--- src/rtl/bram_stream_pkg.sv ---
// Shared types and defaults for the block-RAM stream reader.
package bram_stream_pkg;

    localparam int ADDR_W_DEF = 14;
    localparam int DATA_W_DEF = 32;

    typedef enum logic [1:0] {
        IDLE  = 2'd0,
        ISSUE = 2'd1,
        DRAIN = 2'd2
    } state_t;

    typedef struct packed {
        logic                  last;
        logic [DATA_W_DEF-1:0] data;
    } fifo_entry_t;

endpackage

--- src/rtl/bram_stream_reader_fifo.sv ---
// Small synchronous FIFO used as the output buffer of the stream reader.
// Power-of-two depth, so the pointers wrap for free. The head entry is
// read straight from storage, which keeps it stable until it is popped.
module stream_fifo #(
    parameter int WIDTH = 33,
    parameter int DEPTH = 4
) (
    input  logic                     clk,
    input  logic                     rst_n,
    input  logic                     push,
    input  logic [WIDTH-1:0]         push_data,
    input  logic                     pop,
    output logic [WIDTH-1:0]         head,
    output logic                     full,
    output logic                     empty,
    output logic [$clog2(DEPTH):0]   count
);

    localparam int PTR_W = $clog2(DEPTH);
    localparam int CNT_W = PTR_W + 1;

    logic [WIDTH-1:0] mem [DEPTH];
    logic [PTR_W-1:0] rd_ptr;
    logic [PTR_W-1:0] wr_ptr;
    logic             do_push;
    logic             do_pop;

    assign full    = (count == CNT_W'(DEPTH));
    assign empty   = (count == '0);
    assign do_pop  = pop && !empty;
    assign do_push = push && (!full || pop);
    assign head    = mem[rd_ptr];

    // Storage, pointers and occupancy; push and pop may happen together at any fill level.
    always_ff @(posedge clk) begin
        if (!rst_n) begin
            for (int i = 0; i < DEPTH; i++) begin
                mem[i] <= '0;
            end
            rd_ptr <= '0;
            wr_ptr <= '0;
            count  <= '0;
        end else begin
            if (do_push) begin
                mem[wr_ptr] <= push_data;
                wr_ptr      <= wr_ptr + PTR_W'(1);
            end
            if (do_pop) begin
                rd_ptr <= rd_ptr + PTR_W'(1);
            end
            case ({do_push, do_pop})
                2'b10:   count <= count + CNT_W'(1);
                2'b01:   count <= count - CNT_W'(1);
                default: count <= count;
            endcase
        end
    end

endmodule

--- src/rtl/bram_stream_reader.sv ---
// Read-side client for one block-RAM port: sweeps an address range on
// command and presents the words as a valid/ready stream with a last flag.
// A read is only issued when the FIFO is guaranteed to have room for it
// once the RAM's one-cycle latency has elapsed, so backpressure never drops data.
module bram_stream_reader
    import bram_stream_pkg::*;
#(
    parameter int ADDR_W     = ADDR_W_DEF,
    parameter int DATA_W     = DATA_W_DEF,
    parameter int FIFO_DEPTH = 4
) (
    input  logic              clk,
    input  logic              rst_n,
    input  logic              start,
    input  logic [ADDR_W-1:0] base_addr,
    input  logic [ADDR_W:0]   len,
    output logic              busy,
    output logic              done,
    output logic [ADDR_W-1:0] bram_addr,
    output logic              bram_we,
    output logic [DATA_W-1:0] bram_din,
    input  logic [DATA_W-1:0] bram_dout,
    output logic              m_valid,
    output logic [DATA_W-1:0] m_data,
    output logic              m_last,
    input  logic              m_ready
);

    localparam int CNT_W = $clog2(FIFO_DEPTH) + 1;

    state_t            state;
    logic [ADDR_W:0]   remaining;
    logic              pipe_valid;
    logic              pipe_last;
    logic [CNT_W-1:0]  fifo_count;
    logic              fifo_full;
    logic              fifo_empty;
    logic [DATA_W:0]   fifo_head;
    logic [CNT_W:0]    occupancy;
    logic              issue;
    logic              pop;
    logic              last_pop;

    assign bram_we  = 1'b0;
    assign bram_din = '0;

    // Words already buffered plus the one possibly still in the RAM pipeline.
    assign occupancy = {1'b0, fifo_count} + {{CNT_W{1'b0}}, pipe_valid};
    assign issue     = (state == ISSUE) && !fifo_full
                       && (occupancy < (CNT_W + 1)'(FIFO_DEPTH));

    assign m_valid           = !fifo_empty;
    assign {m_last, m_data}  = fifo_head;
    assign pop               = m_valid && m_ready;
    assign last_pop          = pop && m_last;

    stream_fifo #(
        .WIDTH (DATA_W + 1),
        .DEPTH (FIFO_DEPTH)
    ) u_fifo (
        .clk       (clk),
        .rst_n     (rst_n),
        .push      (pipe_valid),
        .push_data ({pipe_last, bram_dout}),
        .pop       (pop),
        .head      (fifo_head),
        .full      (fifo_full),
        .empty     (fifo_empty),
        .count     (fifo_count)
    );

    // Command FSM: address sweep, read-pipeline tracking, busy and done flags.
    always_ff @(posedge clk) begin
        if (!rst_n) begin
            state      <= IDLE;
            busy       <= 1'b0;
            done       <= 1'b0;
            bram_addr  <= '0;
            remaining  <= '0;
            pipe_valid <= 1'b0;
            pipe_last  <= 1'b0;
        end else begin
            done       <= 1'b0;
            pipe_valid <= issue;
            if (issue) begin
                pipe_last <= (remaining == (ADDR_W + 1)'(1));
            end
            case (state)
                IDLE: begin
                    if (start) begin
                        if (len != '0) begin
                            state     <= ISSUE;
                            busy      <= 1'b1;
                            bram_addr <= base_addr;
                            remaining <= len;
                        end else begin
                            done <= 1'b1;
                        end
                    end
                end
                ISSUE: begin
                    if (issue) begin
                        bram_addr <= bram_addr + ADDR_W'(1);
                        remaining <= remaining - (ADDR_W + 1)'(1);
                        if (remaining == (ADDR_W + 1)'(1)) begin
                            state <= DRAIN;
                        end
                    end
                end
                DRAIN: begin
                    if (last_pop) begin
                        state <= IDLE;
                        busy  <= 1'b0;
                        done  <= 1'b1;
                    end
                end
                default: state <= IDLE;
            endcase
        end
    end

endmodule

--- config.mk ---
export PLATFORM = sky130hd
export DESIGN_NAME = bram_stream_reader
export DESIGN_NICKNAME = d
export VERILOG_FILES = /design/src/rtl/bram_stream_pkg.sv /design/src/rtl/bram_stream_reader_fifo.sv /design/src/rtl/bram_stream_reader.sv
export SDC_FILE = /design/constraint.sdc
export NUM_CORES = 1
export LEC_CHECK = 0
export BUFFER_PORTS_ARGS = -buffer_cell sky130_fd_sc_hd__buf_4
export CAP_MARGIN = 20
export CORE_ASPECT_RATIO = 1.4
export CORE_MARGIN = 5
export CORE_UTILIZATION = 56
export DETAILED_ROUTE_END_ITERATION = 8
export GPL_TIMING_DRIVEN = 0
export PLACE_DENSITY_LB_ADDON = 0.2
export SYNTH_ARGS = -nofsm -noshare
export SYNTH_HDL_FRONTEND = slang
export SYNTH_SLANG_ARGS = --single-unit
--- constraint.sdc ---
create_clock -name clk -period 5.1 [get_ports clk]
set_clock_uncertainty 0.1 [all_clocks]
set_input_delay 0.51 -clock clk [delete_from_list [all_inputs] [get_ports clk]]
set_output_delay 0.51 -clock clk [all_outputs]
set_load 0.005 [all_outputs]
; Yosys cells after proc, flatten, opt, wreduce, memory -nomap -nowiden
; Memory sizes are Yosys's and may differ from the RTL's. A register that Yosys moved wholly into a read port is not among the register bits.
; Index checks and enable logic that the tools add are counted.
[word_totals]
output_inout_bits = 83
inputBits = 65
regBits = 42
elab_cells = 81
ramBits = 132
mem_count = 1
[op_classes]
n_mux = 32
n_reduce_logical = 19
n_addsub = 7
n_eq_ne = 11
magnitude_cmp = 1
[memory_table]
columns = name, words, word_bits, read_ports, rd_clocked_by_memory_dff, wr, line
row1 = u_fifo.mem, 4, 33, 1, 1, 4, bram_stream_reader_fifo.sv:22  ; logic [WIDTH-1:0] mem [DEPTH];
[op_table]
columns = cell, n
row1 = $mux W15, 3
row2 = $mux W14, 3
row3 = $mux W33, 1
row4 = $reduce_or A33 Y1, 1
row5 = $pmux W15 S2, 1
row6 = $pmux W14 S2, 1
row7 = $mux W2, 8
row8 = $eq A15 B1 Y1 const B, 1
row9 = $reduce_bool A15 Y1, 1
row10 = $sub A15 B1 Y15 const B, 1
row11 = $add A14 B1 Y14 const B, 1
row12 = $mux W1, 11
row13 = $ne A2 B2 Y1 const B, 4
row14 = $reduce_and A4 Y1, 2
row15 = $logic_and A1 B1 Y1, 6
row16 = $pmux W2 S3, 1
row17 = $pmux W3 S2, 1
row18 = $reduce_bool A2 Y1, 3
row19 = $reduce_and A5 Y1, 1
row20 = $add A2 B1 Y2 const B, 2
row21 = $add A3 B1 Y4, 1
row22 = $eq A2 B1 Y1 const B, 2
row23 = $eq A2 B2 Y1 const B, 2
row24 = $lt A4 B3 Y1 const B, 1
row25 = 9 further kinds, 11

; Logic depth before layout (Yosys ltp)
[depth]
ltp_word = 10
ltp_mapped = 9
depth_no_buf = 9

; By module
; Synthesis repeated with hierarchy kept, for this count alone.
[hier_totals]
hier_cells = 689
hier_area_um2 = 8632.0
[modules_own_cells]
columns = module, cells_each, n_inst, area_per_inst_um2, seq_area_each_um2
row1 = stream_fifo, 373, 1, 6238.5, 4144.0
row2 = bram_stream_reader, 316, 1, 2393.5, 700.7

; Worst setup path before layout
; Ideal clock, no wire load.
[synth_path]
path_type = input port to flip-flop
from = in m_ready
to = mem u_fifo.mem[3][0], enable pin
path_buffers = 0
arrival_ps = 3148
setup_ps = 469
stages = 3
setup_slack_ps = 1383
required_time_ps = 4531
path_cell_list = o41a_1 > nand2_1 > o21ai_0
[synth_rtl]
columns = element, line
row1 = "start, declared", bram_stream_reader.sv:26  ; input logic m_ready
row2 = "end, declared", bram_stream_reader_fifo.sv:22

==> results.yml <==
placed_design:
  gp_congestion: 0.925
  io_buffer_count: 114
  place_ws_ps: 2450
  hpwl_mm: 14.0
route:
  drtAntennaViolNets: 0
  routed_wl_mm: 19.9
  routed_via_density: 5.63
  vias: 6112
  first_iter_violations: 418
  drt-pass1-iter-count: 6
  wire_per_inst_um: 18.4
  drcViolationCount: 0
timing:
  fmax_mhz: 356
  finalSetupViolCount: 0
  setup_ws_ps: 2290
  slew_headroom: 0.463
  maxSlewViolCount: 0
  worst_slew_pin_slew_ps: 806
  rsz0062_at_grt: "false"
  finalHoldViolCount: 0
  hold-worst-slack_ps: 264
  period_share: 0.551
  period_minus_slack_ps: 2810
clock_network:
  htreeDepth: 4
  cts_setup_buffers: 0
  root_buffer: "clkbuf_16"
  clk_path_buf_depth: 2
  clock_sinks: 176
  ctsHoldBuffers: 0
  clk_pin_slew_worst_paths_ps: 70
  clk_latency_ps: 420
  numCtsBuffers: 17
  cts_tree: "yes"
  ctsResizeCount: 0
synth:
  syn_avg_cell_area_um2: 11.6
  synth-warning-count: 0
  syn_inst: 715
  yosys.area.top_type: "edfxtp_1"
  synthTopCellsByCount: "132 x edfxtp_1, 103 x nor2_1, 64 x nand2_1"
  synth.area.top_cells: "edfxtp_1 48%, dfxtp_1 11%, mux4_2 9.0%"
  synth.distinct_cells: 59
  async_reset_ff_frac: 0
  ys_ff_latch: 176
  synth_ff_type: "edfxtp_1"
  syn_area_um2: 8270
  synth.top_cell.area_share: 0.479
  ys_seq_area_frac: 0.586
  yosysMostFrequentCell: "edfxtp_1"
  synth-edff-count: 132
worst_setup_path:
  startpoint_type: "register"
  cpPeakStageDelay_ps: 540
  crit_path_top_delay_cell: "clkbuf_1"
  worst-path-max-fanout: 10
  cp_cell_sequence: "clkbuf_1 > clkbuf_1 > mux4_2 > buf_4"
  required_ps: 4490
  worstPathArrival_ps: 2200
  crit_top_cell: "clkbuf_1"
  worstSetupPathType: "register to output port"
  cp-end-kind: "output port"
finish:
  nNetsFinal: 954
  n_fill_cell: 1041
  diodes: 0
  drive_above_1_share: 0.273
  area_delta_synth_final_pct: 23.0
global_routing:
  grt_util_met1: 0.268
  grt_overflow: 0
  grt_use_met3: 0.0448
  grt_pass1_vias: 6456
  grt_pass1_wl_mm: 32.0
  grt_use_total: 0.234
  grt_busiest_layer: "met2"
  use_met2: 0.429
  antenna_found_initial: 0
  grt_max_degree: 27
min_path:
  hold_class: "input pin to register"
floorplan:
  die-area_um2: 17300
  die_x_um: 113
  fp.coreArea_um2: 14500
  row_count: 52
  die_h_um: 154
  io_pins: 148
  start_util: 0.570
power:
  p_per_area_nw_per_um2: 354
  p_leak_nw: 4.15
  ir_drop_uv: 215
run:
  cap_violations: 0
run_status:
  status: "finished, final reports clean"
-- flip-flops by register name (all words and copies together) (netlist names), 2 cells and up, named ones only --
signal / count
state: 2
u_fifo.count: 3
u_fifo.mem: 132
u_fifo.wr_ptr: 2
remaining: 15
bram_addr: 14
u_fifo.rd_ptr: 2
-- area by class of cell --
type / instances / area [um^2] / area share
Clock inverter: 14 / 144 / 0.0142
Multi-Input combinational cell: 453 / 2990 / 0.294
Inverter: 43 / 161 / 0.0159
Clock buffer: 17 / 425 / 0.0419
Buffer: 75 / 428 / 0.0421
Tap cell: 189 / 236 / 0.0233
Timing Repair Buffer: 118 / 936 / 0.0921
Sequential cell: 176 / 4840 / 0.477
-- placed cells by master (no fill, tap or decap), types with 4 or more instances in the layout --
cell type  count
dfxtp_1       44
nand2b_1       5
nor2_1       103
a21oi_1       40
clkbuf_16     17
o21ai_1        5
buf_2         12
edfxtp_1     132
and2_1        34
buf_4        147
a21o_1         4
nor3_1        12
o32ai_1        4
ha_1           4
o21ai_0       22
buf_1          6
nand3_1       11
conb_1        33
inv_1         42
clkinv_4       4
nand2_1       64
buf_12         4
mux4_2        33
inv_8          6
nor4_1         8
clkbuf_1      23
and3_1         5
-- stage by stage --
stage	instances	power (W)	instance area [um^2]	util	setup TNS, ps
2_1_floorplan	747	0.00211	8390	-	0
3_3_place_gp	1050	0.00237	9480	0.653	-54680
3_5_place_dp	1054	0.00239	9600	0.661	0
4_1_cts	1085	0.00362	10200	0.701	0
5_1_grt	1085	0.00375	10200	0.701	0
6_report	1085	0.00360	10200	0.701	0
-- cell families after synthesis --
group / after synthesis / synth area share
mux: 34 / 0.0913
compound gates: 108 / 0.0828
buf+inv: 118 / 0.0713
other cells: 1 / 0.000454
fa+ha+maj: 5 / 0.00848
xor+xnor: 6 / 0.00636
simple gates: 267 / 0.153
flops: 176 / 0.586
-- final timing paths --
check | from | endpoint | slack [ps] | cells past startpoint
worst max register to register | u_fifo.count[2] | u_fifo.count[2] | 2540 | 9
worst min register to register | pipe_last | pipe_last | 370 | 2
worst min-delay path | base_addr[0] | bram_addr[0] | 260 | 3
worst max-delay path | register | m_data[30] | 2290 | 4
-- per-layer routing --
metal | up-vias | part of all wire
met5 | - | 0
met4 | 0 | 0.021
met3 | 37 | 0.060
met2 | 245 | 0.55
met1 | 2997 | 0.37
li1 | 2833 | -
-- power by group --
part,total [W],leakage [nW],switching (W),internal [W]
sequential,0.00167,1.73,0.0000536,0.00162
combinational,0.000686,2.14,0.000338,0.000348
clock,0.00124,0.278,0.000593,0.000650
total,0.00360,4.15,0.000984,0.00262
-- worst max-delay path: cells and delay by family (launching register included) --
kind / cells / cell delay, ps
buffers and inverters: 3 / 1020
muxes: 1 / 440
DFF: 1 / 320
Power figures use the tool's default switching activity.
